### config.mk
export PLATFORM = sky130hd
export DESIGN_NAME = door_flash_bank
export DESIGN_NICKNAME = d
export VERILOG_FILES = /design/src/rtl/door_flash_bank.sv
export SDC_FILE = /design/constraint.sdc
export NUM_CORES = 1
export LEC_CHECK = 0
export CORE_UTILIZATION = 50
export DETAILED_ROUTE_END_ITERATION = 10
export PLACE_DENSITY = 0.69
export SLEW_MARGIN = 20
export SYNTH_ARGS = -nofsm -noshare
export SYNTH_HDL_FRONTEND = slang
export SYNTH_SLANG_ARGS = --single-unit
### constraint.sdc
create_clock -name clk_40MHz -period 2.9 [get_ports clk_40MHz]
set_input_delay 0.87 -clock clk_40MHz [delete_from_list [all_inputs] [get_ports clk_40MHz]]
set_output_delay 0.87 -clock clk_40MHz [all_outputs]
set_load 0.01 [all_outputs]
### src/rtl/door_flash_bank.sv
// Bank of independent door-open LED flashers sharing one prescaler tick.
// Define DOOR_FLASH_RETRIGGER_EN to let a trigger during FLASH restart the sequence.

module door_flash_bank #(
    parameter int unsigned CHANNELS    = 4,
    parameter int unsigned FLASH_COUNT = 20,
    parameter int unsigned TICK_DIV    = 20_000_000
) (
    input  logic                clk_40MHz,
    input  logic                reset,
    input  logic [CHANNELS-1:0] trigger,
    output logic [CHANNELS-1:0] led,
    output logic [CHANNELS-1:0] busy,
    output logic [CHANNELS-1:0] done
);

    localparam int unsigned CntW = $clog2(FLASH_COUNT + 1);
    localparam int unsigned DivW = $clog2(TICK_DIV);

    typedef enum logic [1:0] {StIdle, StArmed, StFlash} state_e;

    logic [DivW-1:0] div_cnt_q, div_cnt_d;
    logic            tick;

    always_comb begin
        tick      = (div_cnt_q == DivW'(TICK_DIV - 1));
        div_cnt_d = tick ? '0 : div_cnt_q + DivW'(1);
    end

    always_ff @(posedge clk_40MHz) begin
        if (reset) begin
            div_cnt_q <= '0;
        end else begin
            div_cnt_q <= div_cnt_d;
        end
    end

    for (genvar i = 0; i < CHANNELS; i++) begin : g_chan
        state_e          state_q, state_d;
        logic [CntW-1:0] count_q, count_d;
        logic            led_q, led_d;
        logic            busy_q;
        logic            done_q, done_d;
`ifdef DOOR_FLASH_RETRIGGER_EN
        logic            pending_q, pending_d;
`endif

        always_comb begin
            state_d = state_q;
            count_d = count_q;
            led_d   = led_q;
            done_d  = 1'b0;
`ifdef DOOR_FLASH_RETRIGGER_EN
            pending_d = pending_q;
`endif
            unique case (state_q)
                StIdle: begin
                    if (trigger[i]) begin
                        state_d = StArmed;
                    end
                end
                StArmed: begin
                    if (tick) begin
                        led_d   = 1'b1;
                        count_d = CntW'(FLASH_COUNT);
                        state_d = StFlash;
                    end
                end
                StFlash: begin
                    if (tick) begin
                        if (count_q > CntW'(1)) begin
                            count_d = count_q - CntW'(1);
                            led_d   = ~led_q;
`ifdef DOOR_FLASH_RETRIGGER_EN
                            // A trigger landing on this tick waits for the next one
                            if (pending_q) begin
                                led_d     = 1'b1;
                                count_d   = CntW'(FLASH_COUNT);
                                pending_d = trigger[i];
                            end
`endif
                        end else begin
                            count_d = '0;
                            led_d   = 1'b0;
                            done_d  = 1'b1;
                            state_d = StIdle;
`ifdef DOOR_FLASH_RETRIGGER_EN
                            if (pending_q || trigger[i]) begin
                                state_d = StArmed;
                            end
                            pending_d = 1'b0;
`endif
                        end
                    end else begin
`ifdef DOOR_FLASH_RETRIGGER_EN
                        if (trigger[i]) begin
                            pending_d = 1'b1;
                        end
`endif
                    end
                end
                default: begin
                    state_d = StIdle;
                end
            endcase
        end

        always_ff @(posedge clk_40MHz) begin
            if (reset) begin
                state_q <= StIdle;
                count_q <= '0;
                led_q   <= 1'b0;
                busy_q  <= 1'b0;
                done_q  <= 1'b0;
            end else begin
                state_q <= state_d;
                count_q <= count_d;
                led_q   <= led_d;
                busy_q  <= (state_d != StIdle);
                done_q  <= done_d;
            end
        end

`ifdef DOOR_FLASH_RETRIGGER_EN
        always_ff @(posedge clk_40MHz) begin
            if (reset) begin
                pending_q <= 1'b0;
            end else begin
                pending_q <= pending_d;
            end
        end
`endif

        assign led[i]  = led_q;
        assign busy[i] = busy_q;
        assign done[i] = done_q;
    end

endmodule
* Yosys cells after proc, flatten, opt, wreduce, memory -nomap -nowiden *
Index checks and enable logic that the tools add are counted.
Widths: inputs -> output; s select.

word-level totals
  input port bits = 6
  register bits after elaboration = 65
  logic and storage cells = 127

operators by class
  reductions and logical operators = 21
  magnitude comparators = 4
  add/subtract/negate cells = 5
  bitwise gates (word level) = 9
  equal/unequal tests = 17
  mux-type cells = 50

operator list
  operator               number
  $mux 5                 9
  $pmux 5 s2             4
  $mux 2                 16
  $add 25x1->25 const B  1
  $eq 25x25->1 const B   1
  $pmux 2 s3             4
  $gt 5x1->1 const B     4
  $sub 5x1->5 const B    4
  $ne 2x2->1 const B     8
  $reduce_bool 2->1      8
  $mux 1                 13
  $reduce_and 3->1       4
  $reduce_or 3->1        4
  $not 1->1              9
  $eq 2x1->1 const B     4
  $eq 2x2->1 const B     4
  $logic_not 2->1        4
  $pmux 1 s2             4
  $reduce_or 2->1        1

* Depth between registers and ports, before layout *
  word-level depth = 5
  mapped depth = 10

* Worst setup path before layout *
No wires, ideal clock.

  kind = reg2reg
  from = register div_cnt_q[0]
  to = register g_chan[1].count_q[1]
  cell stages (with the launch flop) = 9
  library setup time = 0.074 ns
  data required time = 2.826 ns
  data arrival time = 2.139 ns
  slack = 0.687 ns
  path buffers = 2
  period minus slack after synthesis = 2.213 ns
  path through = dfxtp_1 > ha_1 > nand3_2 > or2_0 > buf_6 > or3_1 > buf_2 > or4_1 > a31oi_1

on the way
  cells in the longest elaborated chain, start to end = 3

ends and longest elaborated chain
  item                          line  text
  start: declaration            22    logic [DivW-1:0] div_cnt_q, div_cnt_d;
  start signal: assignment      34    div_cnt_q <= div_cnt_d;
  $eq 25x25->1 *                26    tick = (div_cnt_q == DivW'(TICK_DIV - 1));
  $ne 2x2->1 (no line)          --
  $reduce_and 3->1 (no line) *  --
  end signal: assignment        117   count_q <= count_d;
  end: declaration              40    logic [CntW-1:0] count_q, count_d;

Mark *: on every way between the ends. The rest lies on a longest branch, timed or not.
A chain may end at the register's enable or synchronous reset.

* Worst setup path after layout *
  from = register div_cnt_q[0]
  to = register g_chan[2].count_q[4]

on the way
  cells in the longest elaborated chain, start to end = 3

ends and longest elaborated chain
  item                          line
  $eq 25x25->1 *                26
  $ne 2x2->1 (no line)          --
  $reduce_and 3->1 (no line) *  --
  end signal: assignment        117
  end: declaration              40

Marks and branches as above.

==> flow_metrics.env <==
export IMPL_die_w_um=82.7
export IMPL_syn_inst=397
export IMPL_hold_start="div_cnt_q[0]"
export IMPL_holdPathStages=1
export IMPL_htree_levels=3
export IMPL_finalCriticalPeriod_ns=2.32
export IMPL_antennaDiodeCount=0
export IMPL_crit_buf_inv=1
export IMPL_cp_max_fo=17
export IMPL_yosysTopAreaCell="dfxtp_1"
export IMPL_clk_pin_slew_worst_paths_ns=0.07
export IMPL_finClkSkew_ns=0.00464
export IMPL_ys_ff_latch=65
export IMPL_fin_ws_ns=0.583
export IMPL_synth_most_common_cell="dfxtp_1"
export IMPL_die_height_um=82.7
export IMPL_antenna_found_initial=0
export IMPL_fp_dieArea_sq_um=6840
export IMPL_fin_cells=484
export IMPL_yosys_top_cells_count="dfxtp_1, nor2_1, nand2_1"
export IMPL_worstSetupPathType="reg2reg"
export IMPL_synth_top_area_share_pct=40.0
export IMPL_clock_sinks=65
export IMPL_max_cap_viol_count=0
export IMPL_fin_area_sq_um=3610
export IMPL_routed_wl_um=6420
export IMPL_cp_start_kind="register"
export IMPL_place_inst=469
export IMPL_grt_max_degree=26
export IMPL_wl_per_cell_um=13.3
export IMPL_fin_util_pct=57.2
export IMPL_rsz0062_at_grt="no"
export IMPL_worst_pin_slew_ns=0.629
export IMPL_vias_per_cell=5.59
export IMPL_syn_to_final_growth_pct=10.9
export IMPL_reg2regPathDepth=7
export IMPL_crit_arrival_ns=2.53
export IMPL_timing_hold_ws_ns=0.466
export IMPL_avgSynthCellArea_sq_um=8.20
export IMPL_reg2reg_to="g_chan[2].count_q[4]"
export IMPL_ys_warn_count=0
export IMPL_post_cts_buffers=0
export IMPL_ys_seq_area_share_pct=40.0
export IMPL_drive_gt1_share_pct=6.63
export IMPL_dpl_instance_area_sq_um=3410
export IMPL_place_port_buffers=17
export IMPL_setup_violations=0
export IMPL_row_count=29
export IMPL_ys_types=44
export IMPL_cts_path_max_buffers=2
export IMPL_fmax_mhz=432
export IMPL_drtPass1Iterations=6
export IMPL_ir_drop_uv=345
export IMPL_grt_pass1_wl_um=10500
export IMPL_grt_overflow=0
export IMPL_drt_initial_drc_count=159
export IMPL_fin_crit_sh_pct=79.9
export IMPL_leakage_nw=1.20
export IMPL_holdPathEnd="div_cnt_q[0]"
export IMPL_worstSkewPairLatency_ns=0.34
export IMPL_critPathMaxStageDelay_ns=0.52
export IMPL_syn_num_nets=412
export IMPL_outcome="completed"
export IMPL_dpl_hpwl_um=4470
export IMPL_total_power_mw=1.75
export IMPL_core_sq_um=6310
export IMPL_hp_class="reg2reg"
export IMPL_numCtsBuffers=9
export IMPL_relSlewSlack_pct=57.7
export IMPL_io_pins=18
export IMPL_drc=0
export IMPL_slew_violations=0
export IMPL_fin_setup_tns_ns=0
export IMPL_crit_family="simple AND/OR/NAND/NOR gates"
export IMPL_endpoint_kind="register"
export IMPL_place_congestion=0.846
export IMPL_synth_area_leaders="dfxtp_1, nor2_1, xor2_1"
export IMPL_cts_resized=0
export IMPL_power_density_nw_per_um2=485
export IMPL_crit_chain="ha_1 -> nand3_2 -> or2_0 -> or3_1 -> buf_4 -> a2111oi_0 -> nor3_1"
export IMPL_synthArstFlopShare_pct=0
export IMPL_pre_cts_slack_ns=0.605
export IMPL_grtUsageTotal_pct=20.5
export IMPL_reg2reg_from="div_cnt_q[0]"
export IMPL_cp_slowest_cell="or3_1"
export IMPL_synth_area_sq_um=3250
export IMPL_grt_pass1_vias=2357
export IMPL_nets=418
export IMPL_synthFlopType="dfxtp_1"
export IMPL_hold_violations=0
export IMPL_reg2reg_setup_slack_ns=0.58
export IMPL_ant_nets=0
export IMPL_hold_buffers=0
export IMPL_start_util_pct=51.5
export IMPL_cts_tree="built"
export IMPL_vias=2707
export IMPL_worstPathRequired_ns=3.12
export IMPL_cts_root_buf="clkbuf_8"
export IMPL_synth_edff_count=0
## layout by cell type (no fill, tap or decap), types with 10 or more instances in the layout
master           instances
xor2_1                  15
a211oi_1                10
nor2_1                  51
clkbuf_8                11
nor4_1                  14
o21ai_0                 17
nand3_1                 15
clkdlybuf4s50_1         17
dfxtp_1                 65
a21oi_1                 26
nand2_1                 28
inv_1                   14
xnor2_1                 11
nor3_1                  19
## cells by family (layout without fill, tap and decap cells)
group           Yosys count  count (layout)  share of synthesized area (%)
compound gates           75              75                           14.3
xor+xnor                 26              26                           7.00
fa+ha+maj                 9               9                           3.46
buf+inv                  45              55                           6.96
flops                    65              65                           40.0
mux                       2               2                          0.615
simple gates            175             175                           27.7
## layer usage
layer  part of all wire, %  track usage, %  up-vias  wire [um]
li1                      -               -     1406          -
met1                    48            24.7     1243       3070
met2                    47            33.3       44       2990
met3                   3.9            6.59       14        252
met4                   1.7            8.79        0        112
met5                     0               0        -          0
## state kept, by name, summed over array words and instances, names as in the netlist
signal,count
g_chan.state_q,8
g_chan.busy_q,4
div_cnt_q,25
g_chan.count_q,20
g_chan.done_q,4
g_chan.led_q,4
## report_power, final
group | leakage, nW | switching [mW] | internal, mW
sequential | 0.527 | 0.0150 | 0.906
clock | 0.102 | 0.325 | 0.436
combinational | 0.569 | 0.0343 | 0.0336
## worst reg2reg max path, stage by stage, from the launching register on
cell,delay [ns]
dfxtp_1,0.37
ha_1,0.21
nand3_2,0.13
or2_0,0.26
or3_1,0.52
buf_4,0.27
a2111oi_0,0.36
nor3_1,0.07
## worst max path at each step
stage,from,to,slack [ns],cells past startpoint
after detailed placement,div_cnt_q[0],g_chan[3].count_q[4],0.60,7
after floorplan,div_cnt_q[0],g_chan[1].count_q[1],0.69,8
after global routing,div_cnt_q[0],g_chan[3].count_q[4],0.38,7
final,div_cnt_q[0],g_chan[2].count_q[4],0.58,7
after global placement,div_cnt_q[0],g_chan[2].count_q[4],0.64,7
after CTS,div_cnt_q[0],g_chan[3].count_q[4],0.58,7
## final cells by class
| class | count | area, sq um |
|---|---|---|
| fillers | 589 | 2700 |
| multi-input cells | 287 | 1730 |
| flip-flops and latches | 65 | 1300 |
| repair buffers | 26 | 238 |
| clock buffers | 12 | 155 |
| well taps | 77 | 96.3 |
| inverters | 14 | 52.6 |
| clock inverters | 3 | 40.0 |
Note: power is estimated with default switching activity, not from simulation.
